===== config.mk =====
export PLATFORM = sky130hd
export DESIGN_NAME = obi_ahbl_arbiter
export DESIGN_NICKNAME = d
export VERILOG_FILES = /design/src/rtl/obi_ahbl_arbiter.sv
export SDC_FILE = /design/constraint.sdc
export NUM_CORES = 1
export LEC_CHECK = 0
export CAP_MARGIN = 20
export CORE_MARGIN = 4
export CORE_UTILIZATION = 23
export DETAILED_ROUTE_END_ITERATION = 6
export HOLD_SLACK_MARGIN = 0.1
export PLACE_DENSITY = 0.71
export SLEW_MARGIN = 40
export SYNTH_ARGS = -nofsm -noshare
export SYNTH_HDL_FRONTEND = slang
export SYNTH_SLANG_ARGS = --single-unit

===== constraint.sdc =====
create_clock -name clk -period 3.3 [get_ports clk]
set_input_delay 0.99 -clock clk [delete_from_list [all_inputs] [get_ports clk]]
set_output_delay 0.99 -clock clk [all_outputs]
set_load 0.03 [all_outputs]

===== src/rtl/obi_ahbl_arbiter.sv =====
// Round-robin arbiter merging the instruction-fetch and data OBI ports onto one
// AHB-Lite master, issuing single NONSEQ transfers with one outstanding data phase.
module obi_ahbl_arbiter #(
  parameter int unsigned ADDR_WIDTH = 32,
  parameter int unsigned DATA_WIDTH = 32,
  parameter bit          HRESP_EN   = 1'b0
) (
  input  logic                  clk,
  input  logic                  rst,
  input  logic                  instr_req,
  output logic                  instr_gnt,
  input  logic [ADDR_WIDTH-1:0] instr_addr,
  output logic                  instr_rvalid,
  output logic [DATA_WIDTH-1:0] instr_rdata,
  output logic                  instr_err,
  input  logic                  data_req,
  output logic                  data_gnt,
  input  logic                  data_we,
  input  logic [3:0]            data_be,
  input  logic [ADDR_WIDTH-1:0] data_addr,
  input  logic [DATA_WIDTH-1:0] data_wdata,
  output logic                  data_rvalid,
  output logic [DATA_WIDTH-1:0] data_rdata,
  output logic                  data_err,
  output logic [ADDR_WIDTH-1:0] haddr,
  output logic [2:0]            hburst,
  output logic                  hmastlock,
  output logic [3:0]            hprot,
  output logic [2:0]            hsize,
  output logic [1:0]            htrans,
  output logic [DATA_WIDTH-1:0] hwdata,
  output logic                  hwrite,
  input  logic [DATA_WIDTH-1:0] hrdata,
  input  logic                  hready,
  input  logic                  hresp
);

  localparam logic       OWN_INSTR = 1'b0;
  localparam logic       OWN_DATA  = 1'b1;
  localparam logic [1:0] HT_IDLE   = 2'b00;
  localparam logic [1:0] HT_NONSEQ = 2'b10;

  // Returns {hsize, haddr[1:0]} for a byte-enable pattern; odd patterns fall back to a word.
  function automatic logic [4:0] be_decode(input logic [3:0] be);
    logic [4:0] res;
    case (be)
      4'b1111: res = {3'b010, 2'b00};
      4'b0011: res = {3'b001, 2'b00};
      4'b1100: res = {3'b001, 2'b10};
      4'b0001: res = {3'b000, 2'b00};
      4'b0010: res = {3'b000, 2'b01};
      4'b0100: res = {3'b000, 2'b10};
      4'b1000: res = {3'b000, 2'b11};
      default: res = {3'b010, 2'b00};
    endcase
    return res;
  endfunction

  logic                  addr_hold_r;
  logic                  hold_owner_r;
  logic                  dph_valid_r;
  logic                  dph_owner_r;
  logic                  dph_we_r;
  logic [DATA_WIDTH-1:0] dph_wdata_r;
  logic                  last_owner_r;

  logic                  owner_valid_s;
  logic                  owner_s;
  logic                  accept_s;
  logic                  complete_s;
  logic [4:0]            be_map_s;
  logic [DATA_WIDTH-1:0] rdata_s;
  logic                  err_s;

  // Owner selection: a stalled address phase keeps its owner, ties alternate.
  always_comb begin
    owner_valid_s = 1'b0;
    owner_s       = OWN_INSTR;
    if (rst) begin
      owner_valid_s = 1'b0;
    end else if (addr_hold_r) begin
      owner_valid_s = 1'b1;
      owner_s       = hold_owner_r;
    end else if (instr_req && data_req) begin
      owner_valid_s = 1'b1;
      owner_s       = ~last_owner_r;
    end else if (instr_req) begin
      owner_valid_s = 1'b1;
      owner_s       = OWN_INSTR;
    end else if (data_req) begin
      owner_valid_s = 1'b1;
      owner_s       = OWN_DATA;
    end else begin
      owner_valid_s = 1'b0;
    end
  end

  // Address-phase control driven from the current owner's request.
  always_comb begin
    be_map_s = be_decode(data_be);
    htrans   = HT_IDLE;
    haddr    = '0;
    hwrite   = 1'b0;
    hsize    = 3'b010;
    hprot    = 4'b0000;
    if (owner_valid_s) begin
      htrans = HT_NONSEQ;
      if (owner_s == OWN_DATA) begin
        haddr  = {data_addr[ADDR_WIDTH-1:2], be_map_s[1:0]};
        hwrite = data_we;
        hsize  = be_map_s[4:2];
        hprot  = 4'b0011;
      end else begin
        haddr  = instr_addr;
        hwrite = 1'b0;
        hsize  = 3'b010;
        hprot  = 4'b0010;
      end
    end else begin
      htrans = HT_IDLE;
    end
  end

  assign hburst     = 3'b000;
  assign hmastlock  = 1'b0;
  assign accept_s   = owner_valid_s & hready;
  assign complete_s = dph_valid_r & hready & ~rst;
  assign instr_gnt  = accept_s & (owner_s == OWN_INSTR);
  assign data_gnt   = accept_s & (owner_s == OWN_DATA);

  // Write responses carry no data; errors only propagate when the interconnect drives hresp.
  assign rdata_s      = dph_we_r ? '0 : hrdata;
  assign err_s        = hresp & HRESP_EN;
  assign instr_rvalid = complete_s & (dph_owner_r == OWN_INSTR);
  assign data_rvalid  = complete_s & (dph_owner_r == OWN_DATA);
  assign instr_rdata  = instr_rvalid ? rdata_s : '0;
  assign data_rdata   = data_rvalid ? rdata_s : '0;
  assign instr_err    = instr_rvalid & err_s;
  assign data_err     = data_rvalid & err_s;
  assign hwdata       = dph_valid_r ? dph_wdata_r : '0;

  // Arbitration history, address hold and the single outstanding data phase.
  always_ff @(posedge clk) begin
    if (rst) begin
      addr_hold_r  <= 1'b0;
      hold_owner_r <= OWN_INSTR;
      dph_valid_r  <= 1'b0;
      dph_owner_r  <= OWN_INSTR;
      dph_we_r     <= 1'b0;
      dph_wdata_r  <= '0;
      last_owner_r <= OWN_DATA;
    end else if (accept_s) begin
      last_owner_r <= owner_s;
      addr_hold_r  <= 1'b0;
      dph_valid_r  <= 1'b1;
      dph_owner_r  <= owner_s;
      dph_we_r     <= (owner_s == OWN_DATA) & data_we;
      dph_wdata_r  <= data_wdata;
    end else begin
      if (owner_valid_s) begin
        addr_hold_r  <= 1'b1;
        hold_owner_r <= owner_s;
      end
      if (hready) begin
        dph_valid_r <= 1'b0;
      end
    end
  end

endmodule


==> impl_metrics.yaml <==
timing:
  setup_viol: 0
  timing.hold.ws_ns: 0.466
  worst_clock_skew_ns: 0.00537
  grt_setup_unrepaired: "true"
  fmax_mhz: 307
  period_needed_ns: 3.25
  fin_crit_sh_pct: 98.6
  hold_violations: 0
  setup_slack_ns: 0.0465
  maxSlewViolCount: 0
outcome:
  status: "finished, final reports clean"
final_layout:
  final_area_mm2: 0.00626
  area_delta_synth_final_pct: 128
  final_core_util_pct: 54.2
  drive_gt1_share_pct: 28.2
  finalNetCount: 868
clock_network:
  clk_pin_slew_ns: 0.06
  cts_htree_levels: 2
  clk_latency_ns: 0.28
  cts_made_buffers: 5
  tritoncts: "done"
  cts-root-buf: "clkbuf_16"
  cts_sinks: 38
  clock_path_buffers: 2
routing:
  routed-wl-met2_mm: 6.72
  met3_length_mm: 1.23
  topRoutingLayerUsed: "met4"
  drtAntennaViolNets: 0
  wl_met1_mm: 5.13
  wire_per_inst_um: 15.1
  via_per_inst: 4.45
  routed-via-count: 3889
  drc_errors: 0
  drtPass1Iterations: 5
  drtIter0Drc: 115
  drt_wl_total_mm: 13.2
synthesis:
  syn_inst: 447
  synth_area_leaders: "dfxtp_1 28%, nand2b_1 15%, nand2_1 13%"
  yosysWarningCount: 0
  yosys.area.top_type: "dfxtp_1"
  synth_cell_types: 28
  ys_seq_area_share_pct: 27.6
  synth_area_mm2: 0.00275
  synth-seq-cells: 38
  synth_top_area_share_pct: 27.6
  syn_avg_cell_area_um2: 6.16
floorplanning:
  start_util_pct: 23.8
  num_io_pins: 287
  row_count: 39
  dieArea_mm2: 0.0138
  die_h_um: 117
  coreArea_mm2: 0.0116
  die_w_um: 117
critical_path:
  crit_slowest_cell: "a21bo_1"
  cp.arrival_ns: 2.26
  endpoint_kind: "output pin"
  critPathLaunchType: "input pin"
  worstSetupPathType: "in2out"
  slowest_delay_ns: 0.21
  worstPathCellList: "buf_6, a21bo_1, buf_4, o21ai_4, buf_12, nand2_1, a21oi_2, buf_4, buf_12"
  critPathRequiredTime_ns: 2.31
  worstPathMaxFanout: 16
placed_design:
  place_area_mm2: 0.00574
  hpwl_mm: 10.0
  place_congestion: 0.802
  pre_cts_ws_ns: -0.416
  port_buffers: 273
grt:
  track_usage_pct: 16.7
  antenna_found_initial: 1
  grt_max_degree: 41
  grt_pass1_wl_mm: 19.3
  gr-total-overflow: 0
  grt_pass1_vias: 3775
hold_path:
  hold_class: "reg2reg"
flow_run:
  drv_cap: 0
pwr:
  ir_drop_uv: 208
  powerDensity_mw_per_mm2: 266
  leakage_uw: 0.00273
## final timing paths
| check | startpoint | endpoint | slack [ns] | depth (start not counted) |
|---|---|---|---|---|
| max | data_req | haddr[8] | 0.05 | 9 |
| min | dph_wdata_r[1]$_SDFFE_PP0P_ | dph_wdata_r[1]$_SDFFE_PP0P_ | 0.47 | 2 |
| max reg2reg | addr_hold_r$_SDFFE_PP0P_ | dph_we_r$_SDFFE_PP0P_ | 1.72 | 6 |
| min reg2reg | dph_wdata_r[1]$_SDFFE_PP0P_ | dph_wdata_r[1]$_SDFFE_PP0P_ | 0.47 | 2 |
## cell usage in the layout (no fill, tap or decap), drive strengths merged, types with 2 or more instances in the layout
master         instances
clkdlybuf4s50        161
a21oi                 32
dlymetal6s2s           3
nand2b                65
nand2                 98
dfxtp                 38
conb                  10
inv                    4
buf                  144
nand3                  4
nor2                  72
nor3                   2
and2                  35
clkbuf                11
o21ai                 35
nor2b                  2
## area by class of cell
type	instances	area, um2
Fill cell	1074	5300
Clock inverter	2	16.3
Tap cell	143	179
Antenna cell	1	2.50
Timing Repair Buffer	314	3170
Clock buffer	6	139
Sequential cell	38	762
Inverter	3	11.3
Multi-Input combinational cell	367	1980
## cell usage after synthesis
| library cell | instances |
|---|---|
| a211oi_1 | 1 |
| a21bo_1 | 1 |
| a21o_1 | 1 |
| a21oi_1 | 32 |
| a31o_2 | 1 |
| and2_1 | 35 |
| buf_2 | 4 |
| buf_4 | 12 |
| buf_6 | 1 |
| clkbuf_1 | 31 |
| conb_1 | 1 |
| dfxtp_1 | 38 |
| inv_1 | 3 |
| mux2i_1 | 1 |
| nand2_1 | 98 |
| nand2b_1 | 65 |
| nand3_1 | 4 |
| nand3b_1 | 1 |
| nor2_1 | 72 |
| nor2b_1 | 2 |
| nor3_1 | 2 |
| nor3b_1 | 1 |
| o21a_1 | 1 |
| o21ai_0 | 35 |
| o21bai_1 | 1 |
| or2_2 | 1 |
| or4_1 | 1 |
| xnor2_1 | 1 |
## where the power goes
group          leakage, uW  total (uW)  internal, uW  switching [uW]
sequential        0.000314         509           491            18.0
combinational      0.00234         664           337             327
clock            0.0000735         494           303             191
total              0.00273        1670          1130             536
## critical path: cells and delay by family
family	cells	cell delay, ns
AOI/OAI and AO/OA	3	0.55
buffers and inverters	5	0.65
and+or+nand+nor	1	0.07
## cells by family after synthesis
kind of cell / after synthesis / share of synthesized area [%]
compound gates: 73 / 14.0
xor+xnor: 1 / 0.318
buf+inv: 51 / 9.05
flops: 38 / 27.6
mux: 1 / 0.364
other cells: 1 / 0.136
simple gates: 282 / 48.5
## what timing repair did
| item | in CTS | in global routing |
|---|---|---|
| setup endpoints to repair | 106 | 88 |
| pin swaps | 5 | 2 |
| cloned | 0 | 6 |
| gates resized for setup | 37 | 27 |
| buffers inserted | 4 | 3 |
| hold buffers | 0 | 0 |
## metrics by stage
stage | std cells | total power [uW] | TNS, ns
finish | 874 | 1670 | 0
global route | 874 | 1760 | -0.160
CTS | 864 | 1660 | -0.0136
detailed placement | 852 | 1140 | -17.27
global placement | 852 | 1130 | -14.61
floorplan | 456 | 815 | -0.0302
## per-layer routing
layer / vias to the layer above / track usage, %
li1: 1945 / -
met1: 1755 / 18.7
met2: 181 / 30.8
met3: 8 / 6.45
met4: 0 / 2.49
met5: - / 0
## registers in the layout, summed over array words and instances, names as in the netlist
| signal | flops |
|---|---|
| dph_valid_r | 1 |
| last_owner_r | 1 |
| dph_wdata_r | 32 |
| dph_we_r | 1 |
| hold_owner_r | 1 |
| dph_owner_r | 1 |
| addr_hold_r | 1 |
No activity file was read; power rests on OpenSTA's default activity.
